--- src/rtl/coo_csr_writer.sv ---
// Turns a row-sorted (row, col) index stream into CSR row-pointer and packed
// column-index writes through one stallable word-write port.
module coo_csr_writer #(
  parameter int INDEX_WIDTH = 32,
  parameter int ADDR_WIDTH  = 48,
  parameter int DATA_WIDTH  = 64,
  parameter int FIFO_LOG2   = 4
) (
  input  logic                   clk,
  input  logic                   rst,
  input  logic                   start,
  input  logic [ADDR_WIDTH-1:0]  ptr_base,
  input  logic [ADDR_WIDTH-1:0]  col_base,
  input  logic [INDEX_WIDTH-1:0] num_rows,
  input  logic                   index_push,
  input  logic [INDEX_WIDTH-1:0] row,
  input  logic [INDEX_WIDTH-1:0] col,
  input  logic                   flush,
  output logic                   wr_req,
  output logic [ADDR_WIDTH-1:0]  wr_addr,
  output logic [DATA_WIDTH-1:0]  wr_data,
  input  logic                   wr_stall,
  output logic [INDEX_WIDTH-1:0] nnz,
  output logic                   done,
  output logic                   overflow,
  output logic                   order_err
);

  localparam int PW = INDEX_WIDTH + 1;
  localparam int DEPTH = 1 << FIFO_LOG2;

  typedef enum logic [2:0] {
    S_IDLE, S_INIT, S_RUN, S_PTR, S_FLUSH_COL, S_FLUSH_PTR, S_DONE
  } state_t;

  state_t state;

  logic [2*INDEX_WIDTH-1:0] mem [0:DEPTH-1];
  logic [FIFO_LOG2:0]       wptr, rptr;
  logic                     empty, full, pop, push_ok;
  logic [INDEX_WIDTH-1:0]   head_r, head_c;

  logic [ADDR_WIDTH-1:0]    ptr_b, col_b, k;
  logic [INDEX_WIDTH-1:0]   nrows_q, cur_row, lat;
  logic [PW-1:0]            p;
  logic                     lat_vld, flush_lat;

  assign empty  = (wptr == rptr);
  assign full   = (wptr[FIFO_LOG2] != rptr[FIFO_LOG2]) &&
                  (wptr[FIFO_LOG2-1:0] == rptr[FIFO_LOG2-1:0]);
  assign head_r = mem[rptr[FIFO_LOG2-1:0]][2*INDEX_WIDTH-1:INDEX_WIDTH];
  assign head_c = mem[rptr[FIFO_LOG2-1:0]][INDEX_WIDTH-1:0];

  // A stalled FSM consumes nothing, so pop only when RUN will actually take the head.
  assign pop     = (state == S_RUN) && !wr_stall && !empty && !(head_r > cur_row);
  assign push_ok = index_push && (!full || pop);

  always_ff @(posedge clk) begin
    if (push_ok) mem[wptr[FIFO_LOG2-1:0]] <= {row, col};
  end

  always_ff @(posedge clk) begin
    if (rst) begin
      state     <= S_IDLE;
      wptr      <= '0;
      rptr      <= '0;
      ptr_b     <= '0;
      col_b     <= '0;
      k         <= '0;
      nrows_q   <= '0;
      cur_row   <= '0;
      lat       <= '0;
      lat_vld   <= 1'b0;
      flush_lat <= 1'b0;
      p         <= '0;
      wr_req    <= 1'b0;
      wr_addr   <= '0;
      wr_data   <= '0;
      nnz       <= '0;
      done      <= 1'b0;
      overflow  <= 1'b0;
      order_err <= 1'b0;
    end else if (start) begin
      state     <= S_INIT;
      wptr      <= '0;
      rptr      <= '0;
      ptr_b     <= ptr_base;
      col_b     <= col_base;
      nrows_q   <= num_rows;
      cur_row   <= '0;
      lat_vld   <= 1'b0;
      flush_lat <= 1'b0;
      wr_req    <= 1'b0;
      nnz       <= '0;
      done      <= 1'b0;
      overflow  <= 1'b0;
      order_err <= 1'b0;
    end else begin
      wr_req <= 1'b0;
      if (index_push) begin
        if (push_ok) wptr <= wptr + (FIFO_LOG2+1)'(1);
        else         overflow <= 1'b1;
      end
      if (flush && state != S_IDLE) flush_lat <= 1'b1;

      if (!wr_stall) begin
        case (state)
          S_INIT: begin
            wr_req  <= 1'b1;
            wr_addr <= ptr_b;
            wr_data <= '0;
            cur_row <= '0;
            p       <= PW'(1);
            k       <= '0;
            state   <= S_RUN;
          end
          S_RUN: begin
            if (!empty) begin
              if (head_r > cur_row) begin
                state <= S_PTR;
              end else begin
                rptr <= rptr + (FIFO_LOG2+1)'(1);
                nnz  <= nnz + INDEX_WIDTH'(1);
                if (head_r < cur_row) order_err <= 1'b1;
                if (lat_vld) begin
                  wr_req  <= 1'b1;
                  wr_addr <= col_b + k;
                  wr_data <= {head_c, lat};
                  k       <= k + ADDR_WIDTH'(1);
                  lat_vld <= 1'b0;
                end else begin
                  lat     <= head_c;
                  lat_vld <= 1'b1;
                end
              end
            // A push landing this cycle must still be seen before flushing.
            end else if (flush_lat && !index_push) begin
              state <= S_FLUSH_COL;
            end
          end
          S_PTR: begin
            wr_req  <= 1'b1;
            wr_addr <= ptr_b + ADDR_WIDTH'(p);
            wr_data <= {{(DATA_WIDTH-INDEX_WIDTH){1'b0}}, nnz};
            p       <= p + PW'(1);
            cur_row <= cur_row + INDEX_WIDTH'(1);
            if (cur_row + INDEX_WIDTH'(1) == head_r) state <= S_RUN;
          end
          S_FLUSH_COL: begin
            if (lat_vld) begin
              wr_req  <= 1'b1;
              wr_addr <= col_b + k;
              wr_data <= {{(DATA_WIDTH-INDEX_WIDTH){1'b0}}, lat};
              k       <= k + ADDR_WIDTH'(1);
              lat_vld <= 1'b0;
            end
            state <= S_FLUSH_PTR;
          end
          S_FLUSH_PTR: begin
            if (p <= {1'b0, nrows_q}) begin
              wr_req  <= 1'b1;
              wr_addr <= ptr_b + ADDR_WIDTH'(p);
              wr_data <= {{(DATA_WIDTH-INDEX_WIDTH){1'b0}}, nnz};
              p       <= p + PW'(1);
              if (p == {1'b0, nrows_q}) begin
                state <= S_DONE;
                done  <= 1'b1;
              end
            end else begin
              state <= S_DONE;
              done  <= 1'b1;
            end
          end
          default: ;
        endcase
      end
    end
  end

endmodule

--- config.mk ---
export PLATFORM = sky130hd
export DESIGN_NAME = coo_csr_writer
export DESIGN_NICKNAME = d
export VERILOG_FILES = /design/src/rtl/coo_csr_writer.sv
export SDC_FILE = /design/constraint.sdc
export NUM_CORES = 2
export LEC_CHECK = 0
export BUFFER_PORTS_ARGS = -buffer_cell sky130_fd_sc_hd__buf_2
export CORE_MARGIN = 8
export CORE_UTILIZATION = 40
export DETAILED_ROUTE_END_ITERATION = 16
export PLACE_DENSITY_LB_ADDON = 0.3
export REMOVE_ABC_BUFFERS = 1
export SYNTH_ARGS = -nofsm -noshare
export SYNTH_HDL_FRONTEND = slang
export SYNTH_SLANG_ARGS = --single-unit
--- constraint.sdc ---
create_clock -name clk -period 11.05 [get_ports clk]
set_input_delay 0.5525 -clock clk [delete_from_list [all_inputs] [get_ports clk]]
set_output_delay 0.5525 -clock clk [all_outputs]
set_load 0.03 [all_outputs]
==> summary.md <==
| Metric | Value |
|---|---|
| Via density per instance | `~5.6` |
| Area growth from synthesis to layout | `15.9%` |
| CP max FO | `41` |
| Crit path kind | `register to register` |
| Clock latency on the worst-skew pair | `a little over 0.8 ns` |
| VDD IR max | `0.168 mV` |
| Top post-synthesis cells by area | `edfxtp_1 (48%), dfxtp_1 (14%), mux4_2 (9.9%)` |
| Fin nets | `around 5500` |
| DRC viols | `0` |
| Mapped Avg Cell Area | `13.5 um2` |
| Antenna violations before repair | `28` |
| Worst R2R End | `mem[10][46]` |
| Vert. Die Dim | `~420 um` |
| Main synth FF type | `edfxtp_1` |
| Register area share after synthesis | `about three fifths` |
| IO Count | `~350` |
| Status | `finished, final reports clean` |
| Core area | `~160000 um2` |
| Yosys reg bits | `between 1000 and 1500` |
| Post-synth ARST share | `0%` |
| DRT antenna net count | `0` |
| YS warnings | `0` |
| Final GP Congestion | `0.910` |
| Most instantiated cells after synthesis | `edfxtp_1 (1024), nor2_1 (495), dfxtp_1 (440)` |
| RSZ-0062 raised after global routing | `no` |
| Layout cells sized above 1 | `between 10% and 20%` |
| Reg-to-reg slack, setup | `between 3 and 4 ns` |
| Most frequent cell after synthesis | `edfxtp_1` |
| Cts bufs inserted | `between 150 and 200` |
| Synthesized area | `~65000 um2` |
| Total Routing Usage GR | `20.3%` |
| Yosys top cell area share | `47.7%` |
| Root Buffer | `clkbuf_16` |
| FMAX | `between 0.1 and 0.15 GHz` |
| Vias | `about 42000` |
| Max clock buf depth | `3` |
| Reg clk slew, reported paths | `approximately 0.060 ns` |
| Worst slew pin tran | `~1.2 ns` |
| Startpoint types | `register` |
| Clock sink count | `between 1000 and 1500` |
| CP endpoint kind | `register` |
| Core Rows | `147` |
| Placed cell areas | `just under 70000 um2` |
| Slew HR | `19.5%` |
| DP HPWL | `around 120000 um` |
| CTS tree | `done` |
| Final Power | `roughly 0.012 W` |
| Drt pass-1 iters | `6` |
| FF-to-FF path depth | `16` |
| Crit path to | `mem[10][46]` |
| Buffer count from post-CTS setup fixing | `0` |
| Mapped Cells | `about 4800` |
| Max-cap violations | `0` |
| Post-CTS sizing | `0` |
| Clk_skew | `just under 0.08 ns` |
| DRT iter0 DRCs | `approximately 3900` |
| CTS Hold Buffers Added | `between 90 and 100` |
| EDFF count, synth | `a little over 1000` |
| Final period utilization | `~71%` |
| HP Class | `primary input to register` |
| Endpoints failing setup | `0` |
| Critical path arrival | `around 8 ns` |
| Starting Density | `40.2%` |
| Largest net degree at the start of global routing | `about 180` |
| Leak | `roughly 26 nW` |
| Global-route wire length before repair | `271000 um` |
| DIE AREA | `~170000 um2` |
| P per Cell Area | `157 nW/um2` |
| Die X | `~420 um` |
| Vias in the first global route | `41200` |
| Synth area leader | `edfxtp_1` |
| Final Max Slew Viols | `0` |
| Total Routed Length | `between 150000 and 200000 um` |
| Req. time, crit path | `approximately 11 ns` |
| Final Hold Fails | `0` |
| Min Tclk post-route | `just under 8 ns` |
| PortBufs | `~350` |
| Number of H-tree levels | `4` |
| Non-Filler Cell Area, Final | `74800 um2` |
| Cell variety after synth | `slightly below 90` |
| Total gr overflow | `0` |
| DR WL/cell | `24.3 um` |
## how the worst min path moves through the flow
stage	start	end	cells past startpoint
after floorplan	flush_lat	flush_lat	2
after global placement	wr_data[42]	wr_data[42]	2
after detailed placement	wr_data[54]	wr_data[54]	2
after CTS	num_rows[24]	nrows_q[24]	3
after global routing	ptr_base[21]	ptr_b[21]	3
final	ptr_base[27]	ptr_b[27]	3
## cells by family (layout without fill, tap and decap cells)
family,after synthesis,in the layout,synth area share (%)
multiplexers,519,519,13.6
AND/OR/NAND/NOR,1308,1308,9.49
other,0,9,0
XOR/XNOR,186,186,2.55
buffers and inverters,384,913,2.44
AO/OA/AOI/OAI,763,763,7.59
adder cells (fa/ha/maj),156,156,3.05
flip-flops,1464,1464,61.3
## layer usage
metal  vias up  routed length, um  track usage (%)
met4        14               6260             6.94
met5         -                 93                0
met1     21000              75400             26.6
li1      19100                  -                -
met3       316              10800             3.43
met2      1481              89300             34.3
## layout make-up
| class | count | area [um2] |
|---|---|---|
| fill | 14100 | 85600 |
| inverter | 117 | 440 |
| clock buffer | 222 | 4440 |
| antenna | 9 | 22.5 |
| tap | 2160 | 2700 |
| sequential | 1464 | 39600 |
| timing repair buffer | 507 | 3230 |
| clock inverter | 67 | 843 |
| multi-input combinational | 2932 | 23500 |
## where the power goes
| group | leakage, nW | switching [W] | total, W | internal, W |
|---|---|---|---|---|
| sequential | 12.8 | 0.0000446 | 0.00597 | 0.00592 |
| clock | 2.55 | 0.00225 | 0.00527 | 0.00303 |
| combinational | 10.7 | 0.000343 | 0.000529 | 0.000186 |
## worst max-delay path: stages (launching register included)
cell and delay [ns]:
dfxtp_4 0.77, buf_4 0.66, mux4_2 0.59, a22oi_1 0.24, nand2_1 0.26, ha_1 0.40, and3_1 0.18, nand3_1 0.13
or4_1 0.58, or4_1 0.52, o41ai_2 0.07, buf_4 0.28, a31oi_1 0.20, nor2b_1 0.49, nand2_1 0.34, nor2_4 0.73
buf_4 0.77
## through the flow
stage	setup TNS [ns]	hold slack, ns	util (%)	cells	setup slack, ns
after floorplan	-8608.20	0.429	-	4513	-8.34
after global placement	0	0.439	42.7	7084	3.40
after detailed placement	0	0.442	42.7	7084	3.27
after CTS	0	0.000125	46.6	7469	3.19
after global routing	0	0.0177	46.6	7474	2.79
final	0	0.0571	46.6	7478	3.23
## flip-flops by register name, indices dropped and copies added (netlist names), 33 cells and up, named ones only
name,flops
mem,1024
wr_data,64
col_b,48
k,48
ptr_b,48
wr_addr,48
p,33
## layout by cell type, fill, tap and decap left out, types with 55 or more instances in the layout
master / instances
edfxtp_1: 1024
xor2_1: 64
mux4_2: 284
nor3_1: 127
buf_4: 64
dlygate4sd3_1: 96
inv_1: 116
buf_2: 343
xnor2_1: 121
ha_1: 154
nand2_1: 251
a21o_1: 69
and3_1: 55
nand4_1: 73
nor2_1: 482
clkbuf_16: 158
mux2i_1: 232
a21oi_1: 276
nand3_1: 121
o21ai_0: 124
dfxtp_1: 436
Note: power is estimated with default switching activity, not from simulation.
